==> src/rtl/sequenciador_jogadas_pkg.sv <==
// Shared types and constants for the move sequencer.
// State codes are visible on db_estado, so their values are fixed.
package sequenciador_jogadas_pkg;

    typedef enum logic [3:0] {
        INICIAL    = 4'd0,
        PREPARA    = 4'd1,
        ESPERA     = 4'd2,
        REGISTRA   = 4'd3,
        COMPARA    = 4'd4,
        PROXIMO    = 4'd5,
        FIM_ACERTO = 4'd6,
        FIM_ERRO   = 4'd7
    } estado_t;

    localparam int ACERTOS_W  = 5;
    localparam int ENDERECO_W = 4;

endpackage

==> src/rtl/sequenciador_jogadas_contador.sv <==
// Synchronous up counter with clear and enable.
// Addresses the external sequence ROM.
module contador_163 #(
    parameter int W = 4
) (
    input  logic         clock,
    input  logic         reset,
    input  logic         limpa,
    input  logic         conta,
    output logic [W-1:0] q
);

    always_ff @(posedge clock) begin
        if (reset || limpa) begin
            q <= '0;
        end else if (conta) begin
            q <= q + W'(1);
        end
    end

endmodule

==> src/rtl/sequenciador_jogadas.sv <==
// Walks the stored sequence, registers one move per position and
// decides hit/miss from the external comparator flags.
module sequenciador_jogadas
    import sequenciador_jogadas_pkg::*;
#(
    parameter int N_JOGADAS = 16,
    parameter int LARGURA   = 4
) (
    input  logic                 clock,
    input  logic                 reset,
    input  logic                 iniciar,
    input  logic                 jogada_valida,
    input  logic [LARGURA-1:0]   jogada,
    output logic [3:0]           rom_endereco,
    input  logic [LARGURA-1:0]   rom_dado,
    output logic [LARGURA-1:0]   cmp_a,
    output logic [LARGURA-1:0]   cmp_b,
    input  logic                 cmp_igual,
    input  logic                 cmp_menor,
    input  logic                 cmp_maior,
    output logic                 pronto,
    output logic                 acertou,
    output logic                 errou,
    output logic                 dica_menor,
    output logic                 dica_maior,
    output logic [ACERTOS_W-1:0] acertos,
    output logic [3:0]           db_estado
);

    estado_t estado;
    estado_t estado_prox;

    logic limpa;
    logic conta;
    logic carrega_a;
    logic soma;
    logic carrega_dica;
    logic ultimo;

    contador_163 #(
        .W (ENDERECO_W)
    ) u_contador (
        .clock (clock),
        .reset (reset),
        .limpa (limpa),
        .conta (conta),
        .q     (rom_endereco)
    );

    assign ultimo = (rom_endereco == ENDERECO_W'(N_JOGADAS - 1));

    always_ff @(posedge clock) begin
        if (reset) begin
            estado <= INICIAL;
        end else begin
            estado <= estado_prox;
        end
    end

    always_comb begin
        estado_prox  = estado;
        limpa        = 1'b0;
        conta        = 1'b0;
        carrega_a    = 1'b0;
        soma         = 1'b0;
        carrega_dica = 1'b0;
        case (estado)
            INICIAL: begin
                if (iniciar) estado_prox = PREPARA;
            end
            PREPARA: begin
                limpa       = 1'b1;
                estado_prox = ESPERA;
            end
            ESPERA: begin
                if (jogada_valida) estado_prox = REGISTRA;
            end
            REGISTRA: begin
                carrega_a   = 1'b1;
                estado_prox = COMPARA;
            end
            COMPARA: begin
                if (cmp_igual) begin
                    soma        = 1'b1;
                    estado_prox = ultimo ? FIM_ACERTO : PROXIMO;
                end else begin
                    carrega_dica = 1'b1;
                    estado_prox  = FIM_ERRO;
                end
            end
            PROXIMO: begin
                conta       = 1'b1;
                estado_prox = ESPERA;
            end
            FIM_ACERTO, FIM_ERRO: begin
                if (iniciar) estado_prox = PREPARA;
            end
            default: estado_prox = INICIAL;
        endcase
    end

    always_ff @(posedge clock) begin
        if (reset || limpa) begin
            cmp_a      <= '0;
            acertos    <= '0;
            dica_menor <= 1'b0;
            dica_maior <= 1'b0;
        end else begin
            if (carrega_a) cmp_a <= jogada;
            if (soma) acertos <= acertos + ACERTOS_W'(1);
            if (carrega_dica) begin
                dica_menor <= cmp_menor;
                dica_maior <= cmp_maior;
            end
        end
    end

    assign cmp_b     = rom_dado;
    assign pronto    = (estado == FIM_ACERTO) || (estado == FIM_ERRO);
    assign acertou   = (estado == FIM_ACERTO);
    assign errou     = (estado == FIM_ERRO);
    assign db_estado = estado;

endmodule

==> config.mk <==
export PLATFORM = sky130hd
export DESIGN_NAME = sequenciador_jogadas
export DESIGN_NICKNAME = d
export VERILOG_FILES = /design/src/rtl/sequenciador_jogadas_pkg.sv /design/src/rtl/sequenciador_jogadas_contador.sv /design/src/rtl/sequenciador_jogadas.sv
export SDC_FILE = /design/constraint.sdc
export NUM_CORES = 1
export LEC_CHECK = 0
export ABC_AREA = 1
export ABC_CLOCK_PERIOD_IN_PS = 1700
export BUFFER_PORTS_ARGS = -buffer_cell sky130_fd_sc_hd__buf_4
export CAP_MARGIN = 5
export CORE_UTILIZATION = 45
export CTS_CLUSTER_DIAMETER = 100
export DETAILED_ROUTE_END_ITERATION = 10
export PLACE_DENSITY = 0.77
export SLEW_MARGIN = 30
export SYNTH_ARGS = -nofsm -noshare
export SYNTH_HDL_FRONTEND = slang
export SYNTH_SLANG_ARGS = --single-unit
==> constraint.sdc <==
create_clock -name clock -period 1.7 [get_ports clock]
set_clock_uncertainty 0.15 [all_clocks]
set_input_delay 0 -clock clock [delete_from_list [all_inputs] [get_ports clock]]
set_output_delay 0 -clock clock [all_outputs]
set_load 0.01 [all_outputs]
* After elaboration in Yosys (flattened, before gate mapping)
Index checks and enable logic that the tools add are counted.
** Word-level totals
- Bits in registers :: 19
- Bits of input ports :: 15
- Output and inout port bits :: 26
** Cells by class
- Add/subtract/negate cells :: 2
- Equal/unequal tests :: 10
- Muxes and demuxes :: 12
- Reductions and logical operators :: 6
** Operators with widths (count)
- case mux 4 bit (5 select lines) :: 1
- equality test 4 x 3 -> 1 bit, second input constant :: 4
- equality test 4 x 2 -> 1 bit, second input constant :: 2
- 2-to-1 mux 4 bit :: 2
- 2-to-1 mux 1 bit :: 7
- adder 5 x 1 -> 5 bit, second input constant :: 1
- adder 4 x 1 -> 4 bit, second input constant :: 1
- equality test 4 x 1 -> 1 bit, second input constant :: 1
- equality test 4 bit, second input constant :: 1
- zero test 4 bit :: 1
- 2-to-1 mux 2 bit :: 2
- OR reduction 3 bit :: 1
- logical OR 1 bit :: 2
- != test 2 x 1 -> 1 bit, second input constant :: 1
- != test 2 bit, second input constant :: 1
- AND reduction 2 bit :: 1
- OR reduction 2 bit :: 1

* Logic depth before layout (Yosys ltp)
Gate-level depths: netlist of the first run.
- Word-level depth :: 4
- Gate-level depth with buffers :: 8
- Gate-level depth less buffers :: 8

* By module
Synthesis of the first run repeated with hierarchy kept, for this count alone.
** Second synthesis, totals
- Cell total of the unflattened synthesis :: 130
- Area total of the unflattened synthesis :: 938.4 sq um
** Modules (own cells, without submodules)
- sequenciador_jogadas :: times used 1, cells each 108, area each 765.7 sq um, sequential area each 280.3 sq um
- contador_163 :: times used 1, cells each 22, area each 172.7 sq um, sequential area each 80.1 sq um

* Worst setup path before layout of the first run
Ideal clock, no wire load.
- Kind :: register to register
- From :: reg estado[1], in the netlist db_estado[1]
- To :: reg estado[1], in the netlist db_estado[1]
- Library setup time :: 0.113 ns
- Arrival time :: 1.049 ns
- Data required time :: 1.437 ns
- Setup slack :: 0.388 ns
- Cell stages (with the launch flop) :: 7
- Path buffers :: 0
- Clock period less this slack :: 1.312 ns
- Cell sequence :: dfxtp_1 -> nand3_1 -> or2_1 -> nand2_2 -> nand2_1 -> nand2_1 -> nor2_1
** On the way
- Longest elaborated chain between the ends :: 4
- Elaborated cells between the ends (all ways) :: 14
** RTL lines
- start, declared :: RTL line sequenciador_jogadas.sv:30 : estado_t estado;
- start signal, assigned :: RTL line sequenciador_jogadas.sv:56 : estado <= estado_prox;
- equality test 4 x 3 -> 1 bit / zero test 4 bit (equally long branches) :: RTL line sequenciador_jogadas.sv:67 : case (estado)
- OR reduction 3 bit (no line)
- != test 2 x 1 -> 1 bit (no line)
- AND reduction 2 bit (no line)
Parallel ways exist; a longest one is shown, timed or not.
A chain may end at the register's enable or synchronous reset.

* Worst setup path after layout of the first run
- From :: reg estado[0], in the netlist db_estado[0]
- To :: reg dica_menor
** On the way
- Longest elaborated chain between the ends :: 3
- Elaborated cells between the ends (all ways) :: 5
** RTL lines
- equality test 4 x 1 -> 1 bit :: RTL line sequenciador_jogadas.sv:67
- 2-to-1 mux 1 bit :: RTL line sequenciador_jogadas.sv:67
- logical OR 1 bit :: RTL line sequenciador_jogadas.sv:103 : if (reset || limpa) begin
- end signal, assigned :: RTL line sequenciador_jogadas.sv:112 : dica_menor <= cmp_menor;
- end, declared :: RTL line sequenciador_jogadas.sv:24 : output logic dica_menor,
Parallel ways exist; a longest one is shown, timed or not.

==> results of run 1 <==
-- synthesized netlist by cell type --
master	count
nand2_2	3
dfxtp_1	18
buf_4	5
conb_1	1
nand3_1	12
nor2_1	11
nor2_4	1
or2_1	1
nor2_2	5
inv_2	7
o21ai_1	1
o21ai_2	1
nand2_1	29
o21a_1	1
xnor2_1	1
inv_1	7
buf_2	1
o21ai_0	4
ha_1	2
xor2_1	2
a21oi_1	12
-- kinds of logic (layout without fill, tap and decap cells) --
family | after synthesis | count (layout) | share of synthesized area, %
AND/OR/NAND/NOR | 62 | 62 | 31.2
buffers and inverters | 20 | 64 | 10.7
AO/OA/AOI/OAI | 19 | 19 | 11.4
flip-flops | 18 | 18 | 40.5
XOR/XNOR | 3 | 3 | 2.95
adder cells (fa/ha/maj) | 2 | 2 | 2.81
other | 1 | 1 | 0.422
-- worst max-delay path: cells and delay by family (launching register included) --
kind / cells / cell delay [ns]
AOI/OAI and AO/OA: 2 / 0.36
and+or+nand+nor: 1 / 0.15
DFF: 1 / 0.50
buffers and inverters: 1 / 0.21
-- what timing repair did --
item | 4_1_cts | 5_1_grt
hold buffers | 14 | 0
setup buffers | 0 | 0
endpoints found under the hold margin | 17 | 0
-- cell type report --
class,instances,area (um2)
Inverter,14,52.6
Tap cell,25,31.3
Clock buffer,4,36.3
Multi-Input combinational cell,87,434
Sequential cell,18,360
Fill cell,147,488
Timing Repair Buffer,46,380
-- per-layer routing --
metal	global-route usage (%)	wire, um	up-vias
li1	-	-	483
met1	22.0	855	409
met2	38.1	1040	29
met3	4.31	90	4
met4	5.29	24	0
met5	0	0	-
-- through the flow --
step,setup WS (ns),hold WS [ns],area (um2),std cells
6_report,0.228,0.319,1290,194
5_1_grt,0.103,0.337,1290,194
3_3_place_gp,0.321,-0.150,1120,176
4_1_cts,0.213,0.320,1290,194
3_5_place_dp,0.258,-0.150,1120,176
2_1_floorplan,0.388,-0.0582,890,125
-- path summary, 6_finish.rpt --
path                 to  slack, ns  depth (start not counted)
max          dica_menor       0.23                          4
min            cmp_a[1]       0.32                          2
max reg2reg  dica_menor       0.23                          4
min reg2reg    cmp_a[1]       0.32                          2
-- power by group through the flow --
stage          Clock (uW)  Combinational, uW  Sequential [uW]
2_1_floorplan           0                341              595
3_3_place_gp            0                535              579
3_5_place_dp            0                542              580
4_1_cts               266                575              573
5_1_grt               285                636              585
6_report              262                573              575
-- flip-flops by register name (all words and copies together), names as in the netlist --
signal and count:
acertos 5, dica_menor 1, db_estado 3, dica_maior 1, u_contador.q 4, cmp_a 4
-- placed cells by master (no fill, tap or decap), drive strengths merged --
| cell | synthesis | layout |
|---|---|---|
| conb | 1 | 1 |
| nand3 | 12 | 12 |
| ha | 2 | 2 |
| xnor2 | 1 | 1 |
| nor2 | 17 | 17 |
| inv | 14 | 14 |
| xor2 | 2 | 2 |
| dlygate4sd3 | 0 | 14 |
| nand2 | 32 | 32 |
| buf | 6 | 32 |
| or2 | 1 | 1 |
| a21oi | 12 | 12 |
| o21a | 1 | 1 |
| o21ai | 6 | 6 |
| dfxtp | 18 | 18 |
| clkbuf | 0 | 4 |
==> out/metrics.json, run 1 <==
{
  "outcome": {
    "outcome": "finished, final reports clean"
  },
  "detailed_routing": {
    "route.vias.total": 925,
    "detailedRoute.firstPassIterationCount": 4,
    "totalWireLength_um": 2010,
    "route.detailed.drc": 0,
    "drtIter0Drc": 14,
    "post_drt_wl_per_cell_um": 10.4,
    "via_per_inst": 4.77,
    "postRouteAntennaNets": 0
  },
  "clocking": {
    "clockRootBuffer": "clkbuf_4",
    "clk_latency_ns": 0.29,
    "tritoncts": "done",
    "htree_levels": 1,
    "resized_after_cts": 0,
    "clockBufferDepth": 2,
    "numClockSinks": 18,
    "cts.reportedPaths.clkPinSlew_ns": 0.10,
    "tritoncts_buffers": 3
  },
  "pwr": {
    "maximum_ir_drop_on_the_vdd_rail_mv": 0.781,
    "netSwitchingFraction_pct": 39.0,
    "p_sw_uw": 550,
    "power_frac_seq_pct": 40.8,
    "clock_power_share_pct": 18.6,
    "p_int_uw": 860,
    "leakagePower_uw": 0.000618,
    "power_per_cell_area_nw_per_um2": 1090,
    "total_power_uw": 1410,
    "power.combinational.fraction_pct": 40.6
  },
  "global_routing": {
    "groute.usage.overall_pct": 20.1,
    "largest_net_degree_at_the_start_of_global_routing": 11,
    "globalRouteOverflowTotal": 0,
    "number_of_global_route_vias_before_repair": 798,
    "grt_first_pass_wirelength_um": 3070,
    "antenna_found_initial": 0
  },
  "finish": {
    "area_growth_syn_to_layout_pct": 45.6,
    "final_core_util_pct": 72.6,
    "post_route_cells_drive_above_1_share_pct": 31.4,
    "insertedDiodeCount": 0,
    "design.final.nets": 187
  },
  "critical_path": {
    "critical_path.cell_chain": "nand2_2, o21ai_2, buf_4, a21oi_1",
    "worst_setup_path_start_kind": "flop",
    "worst_ep_arrival_time_ns": 1.51,
    "required_ns": 1.74,
    "crit-reg2reg-launch": "db_estado[0]",
    "cp-startpoint": "db_estado[0]",
    "end_kind": "flop",
    "crit_path_max_fanout": 7,
    "setup.worst_path.class": "flop to flop",
    "crit_slowest_cell": "dfxtp_1",
    "cpPeakStageDelay_ns": 0.50
  },
  "synth": {
    "syn-mean-instance-area_um2": 7.12,
    "syn-instance-count": 125,
    "synth.cell_area_um2": 890,
    "yosys_warns": 0,
    "synthDominantAreaCellType": "dfxtp_1",
    "synthesized_flop_and_latch_total": 18,
    "netlist.area_leader.share_pct": 40.5,
    "synth.top_cells.by_area": "dfxtp_1 41%, nand2_1 12%, a21oi_1 6.8%, nand3_1 6.8%, nor2_1 4.6%",
    "ys_types": 21,
    "synth.net_count": 142,
    "synth_sequential_area_ratio_pct": 40.5
  },
  "timing": {
    "rsz0062_at_grt": "false",
    "final_max_slew_viol_count": 0,
    "finalSetupViolations": 0,
    "clock.fmax_mhz": 679,
    "post-route-period-util_pct": 86.6,
    "hold_violations": 0,
    "timing.setup.tns_ns": 0,
    "period_minus_slack_ns": 1.47
  },
  "die": {
    "fp_rows": 15,
    "boundaryPins": 41,
    "fp.coreArea_um2": 1780,
    "die_y_um": 46.5,
    "die_area_um2": 2160,
    "initial_utilization_pct": 49.9,
    "die_width_um": 46.5
  },
  "min_path": {
    "worst_hold_startpoint": "cmp_a[1]",
    "holdCritPathClass": "flop to flop"
  },
  "placement": {
    "gp_congestion": 0.821,
    "place.port_buffers": 31,
    "dpl.hpwl_um": 1480
  },
  "run": {
    "maxCapViolations": 0
  }
}
Note: power is estimated with default switching activity, not from simulation.
==> run 2: changes to the inputs <==
--- a/config.mk
+++ b/config.mk
@@ -12,6 +12,7 @@
 export CORE_UTILIZATION = 45
 export CTS_CLUSTER_DIAMETER = 100
 export DETAILED_ROUTE_END_ITERATION = 10
+export GPL_TIMING_DRIVEN = 0
 export PLACE_DENSITY = 0.77
 export SLEW_MARGIN = 30
 export SYNTH_ARGS = -nofsm -noshare
==> run 2 against run 1 <==
Via count shrank 0.22%. Design area grew 1.9%. Critical path depth is the same. Clock power is essentially flat. Critical endpoint is now cmp_a[2]. Largest cell class unchanged. Highest routed layer unchanged.
==> out/metrics.json, run 2 (same netlist as run 1, synthesis figures left out) <==
{
  "critical_path": {
    "setup.worst_path.class": {"value": "flop to flop", "change": "unchanged"},
    "crit_path_max_fanout": {"value": 10, "change": "was 7"},
    "cp-startpoint": {"value": "db_estado[0]", "change": "unchanged"},
    "rr_endpoint": {"value": "cmp_a[2]", "change": "was dica_menor"},
    "crit-reg2reg-launch": {"value": "db_estado[0]", "change": "unchanged"},
    "end_kind": {"value": "flop", "change": "unchanged"},
    "worst_setup_path_start_kind": {"value": "flop", "change": "unchanged"},
    "rrSetupSlack": {"value": 0.25, "unit": "ns", "change": "was 0.23 ns"},
    "required": {"value": 1.74, "unit": "ns", "change": "about the same"},
    "worst_ep_arrival_time": {"value": 1.48, "unit": "ns", "change": "was 1.51 ns"},
    "rr_worst_depth": {"value": 4, "change": "unchanged"}
  },
  "detailed_routing": {
    "totalWireLength": {"value": 2120, "unit": "um", "change": "was 2010 um"},
    "drtIter0Drc": {"value": 16, "change": "was 14"},
    "via_per_inst": {"value": 4.64, "change": "was 4.77"},
    "post_drt_wl_per_cell": {"value": 10.7, "unit": "um", "change": "was 10.4 um"},
    "route.detailed.drc": {"value": 0, "change": "unchanged"},
    "postRouteAntennaNets": {"value": 0, "change": "unchanged"},
    "route.vias.total": {"value": 923, "change": "was 925"},
    "detailedRoute.firstPassIterationCount": {"value": 4, "change": "unchanged"}
  },
  "min_path": {
    "worst_hold_startpoint": {"value": "rom_dado[3]", "change": "was cmp_a[1]"},
    "hold_path_end": {"value": "cmp_b[3]", "change": "was cmp_a[1]"},
    "holdCritPathClass": {"value": "input pin to primary output", "change": "was flop to flop"},
    "worstHoldPathCells": {"value": 2, "change": "unchanged"}
  },
  "global_routing": {
    "groute.usage.overall": {"value": 22.0, "unit": "%", "change": "was 20.1%"},
    "grt.met2_usage": {"value": 39.7, "unit": "%", "change": "was 38.1%"},
    "antenna_found_initial": {"value": 0, "change": "unchanged"},
    "grt_first_pass_wirelength": {"value": 3390, "unit": "um", "change": "was 3070 um"},
    "global_route.peak_usage_layer": {"value": "met2", "change": "unchanged"},
    "largest_net_degree_at_the_start_of_global_routing": {"value": 11, "change": "unchanged"},
    "number_of_global_route_vias_before_repair": {"value": 844, "change": "was 798"},
    "globalRouteOverflowTotal": {"value": 0, "change": "unchanged"},
    "use_met1": {"value": 25.5, "unit": "%", "change": "was 22.0%"},
    "grt_util_met3": {"value": 4.31, "unit": "%", "change": "unchanged"}
  },
  "finish": {
    "final_common_cell": {"value": "buf_4", "change": "unchanged"},
    "highest_count_cells_in_the_layout_ignoring_fill_and_taps": {"value": "40 x buf_4, 29 x nand2_1, 18 x dfxtp_1", "change": "was 32 x buf_4, 29 x nand2_1, 18 x dfxtp_1"},
    "design.final.nets": {"value": 192, "change": "was 187"},
    "sequential_cell_area": {"value": 360, "unit": "um2", "change": "unchanged"},
    "largest_register_ff_count": {"value": 5, "change": "unchanged"},
    "post_route_cells_drive_above_1_share": {"value": 35.6, "unit": "%", "change": "was 31.4%"},
    "nFillCells": {"value": 140, "change": "was 147"},
    "layout_top_registers": {"value": "acertos (5), cmp_a (4), u_contador.q (4)", "change": "unchanged"},
    "area_growth_syn_to_layout": {"value": 48.4, "unit": "%", "change": "was 45.6%"},
    "multiInputGateArea": {"value": 434, "unit": "um2", "change": "unchanged"},
    "largest-register": {"value": "acertos", "change": "unchanged"},
    "insertedDiodeCount": {"value": 0, "change": "unchanged"}
  },
  "placement": {
    "dpl.hpwl": {"value": 1520, "unit": "um", "change": "was 1480 um"},
    "gp_congestion": {"value": 0.791, "change": "was 0.821"},
    "place.port_buffers": {"value": 35, "change": "was 31"}
  },
  "die": {
    "die_width": {"value": 46.5, "unit": "um", "change": "unchanged"},
    "boundaryPins": {"value": 41, "change": "unchanged"},
    "die_area": {"value": 2160, "unit": "um2", "change": "unchanged"},
    "fp_rows": {"value": 15, "change": "unchanged"},
    "fp.coreArea": {"value": 1780, "unit": "um2", "change": "unchanged"},
    "initial_utilization": {"value": 49.9, "unit": "%", "change": "unchanged"},
    "die_y": {"value": 46.5, "unit": "um", "change": "unchanged"}
  },
  "timing": {
    "hold_violations": {"value": 0, "change": "unchanged"},
    "finalSetupViolations": {"value": 0, "change": "unchanged"},
    "final_max_slew_viol_count": {"value": 0, "change": "unchanged"},
    "rsz0062_at_grt": {"value": "false", "change": "unchanged"},
    "clock.fmax": {"value": 691, "unit": "MHz", "change": "was 679 MHz"},
    "period_minus_slack": {"value": 1.45, "unit": "ns", "change": "was 1.47 ns"},
    "post-route-period-util": {"value": 85.2, "unit": "%", "change": "was 86.6%"},
    "timing.setup.tns": {"value": 0, "unit": "ns", "change": "unchanged"},
    "finalHoldWorstSlack": {"value": 0.0263, "unit": "ns", "change": "was 0.319 ns"}
  },
  "clocking": {
    "post-cts-setup-buffer-count": {"value": 0, "change": "unchanged"},
    "tritoncts_buffers": {"value": 3, "change": "unchanged"},
    "tritoncts": {"value": "done", "change": "unchanged"},
    "htree_levels": {"value": 1, "change": "unchanged"},
    "resized_after_cts": {"value": 0, "change": "unchanged"},
    "clockRootBuffer": {"value": "clkbuf_4", "change": "unchanged"},
    "clockBufferDepth": {"value": 2, "change": "unchanged"},
    "numClockSinks": {"value": 18, "change": "unchanged"},
    "cts.reportedPaths.clkPinSlew": {"value": 0.11, "unit": "ns", "change": "was 0.10 ns"},
    "clk_latency": {"value": 0.29, "unit": "ns", "change": "about the same"}
  },
  "run": {
    "maxCapViolations": {"value": 0, "change": "unchanged"}
  },
  "outcome": {
    "outcome": {"value": "finished, final reports clean", "change": "unchanged"}
  },
  "pwr": {
    "power_per_cell_area": {"value": 1080, "unit": "nW/um2", "change": "was 1090 nW/um2"},
    "leakagePower": {"value": 0.000644, "unit": "uW", "change": "was 0.000618 uW"},
    "maximum_ir_drop_on_the_vdd_rail": {"value": 0.830, "unit": "mV", "change": "was 0.781 mV"}
  }
}
[run 2: changes by cell type in the layout (fill, tap and decap cells not counted), sizes merged]
cell	change
dlygate4sd3	-4
buf	+9
[run 2: timing repair]
item	4_1_cts	5_1_grt
endpoints found under the hold margin	11	0
hold buffers	10	0
endpoints found under the setup margin	0	0
[run 2: stage by stage]
step	power, uW	std cells	cell area [um2]	setup WS (ns)	util (%)
after floorplan	937	125	890	0.388	-
after global placement	1120	185	1180	0.312	66.4
after detailed placement	1140	185	1180	0.299	66.4
after CTS	1430	199	1320	0.269	74.0
after global routing	1530	199	1320	0.138	74.0
final	1420	199	1320	0.252	74.0
[run 2: layout make-up]
type	count	share of cell area, %
inverter	14	3.98
tap	25	2.37
buffer	6	3.22
sequential	18	27.3
clock buffer	4	2.75
timing repair buffer	45	27.5
multi-input combinational	87	32.9
[run 2: worst max-delay path by stage]
stage | end | slack [ns] | cells past startpoint
global route | db_estado[1] | 0.14 | 8
CTS | cmp_a[2] | 0.27 | 4
detailed placement | cmp_a[2] | 0.30 | 4
global placement | u_contador.q[0] | 0.31 | 4
finish | cmp_a[2] | 0.25 | 4
floorplan | db_estado[1] | 0.39 | 6
[run 2: routing by layer]
layer,routed length [um],share of wire [%],vias up
li1,-,-,491
met5,0,0,-
met1,935,44,403
met3,99,4.7,2
met4,14,0.66,0
met2,1070,51,27
[run 2: power breakdown]
part           internal [uW]  switching (uW)
Clock                    130             134
Combinational            252             335
Sequential               482            91.1
Total                    864             560
[run 2: worst max-delay path, cell delays in order (launching register included)]
cell and delay, ns:
dfxtp_1 0.53, nand2_2 0.15, o21ai_2 0.18, buf_2 0.26
a21oi_1 0.07
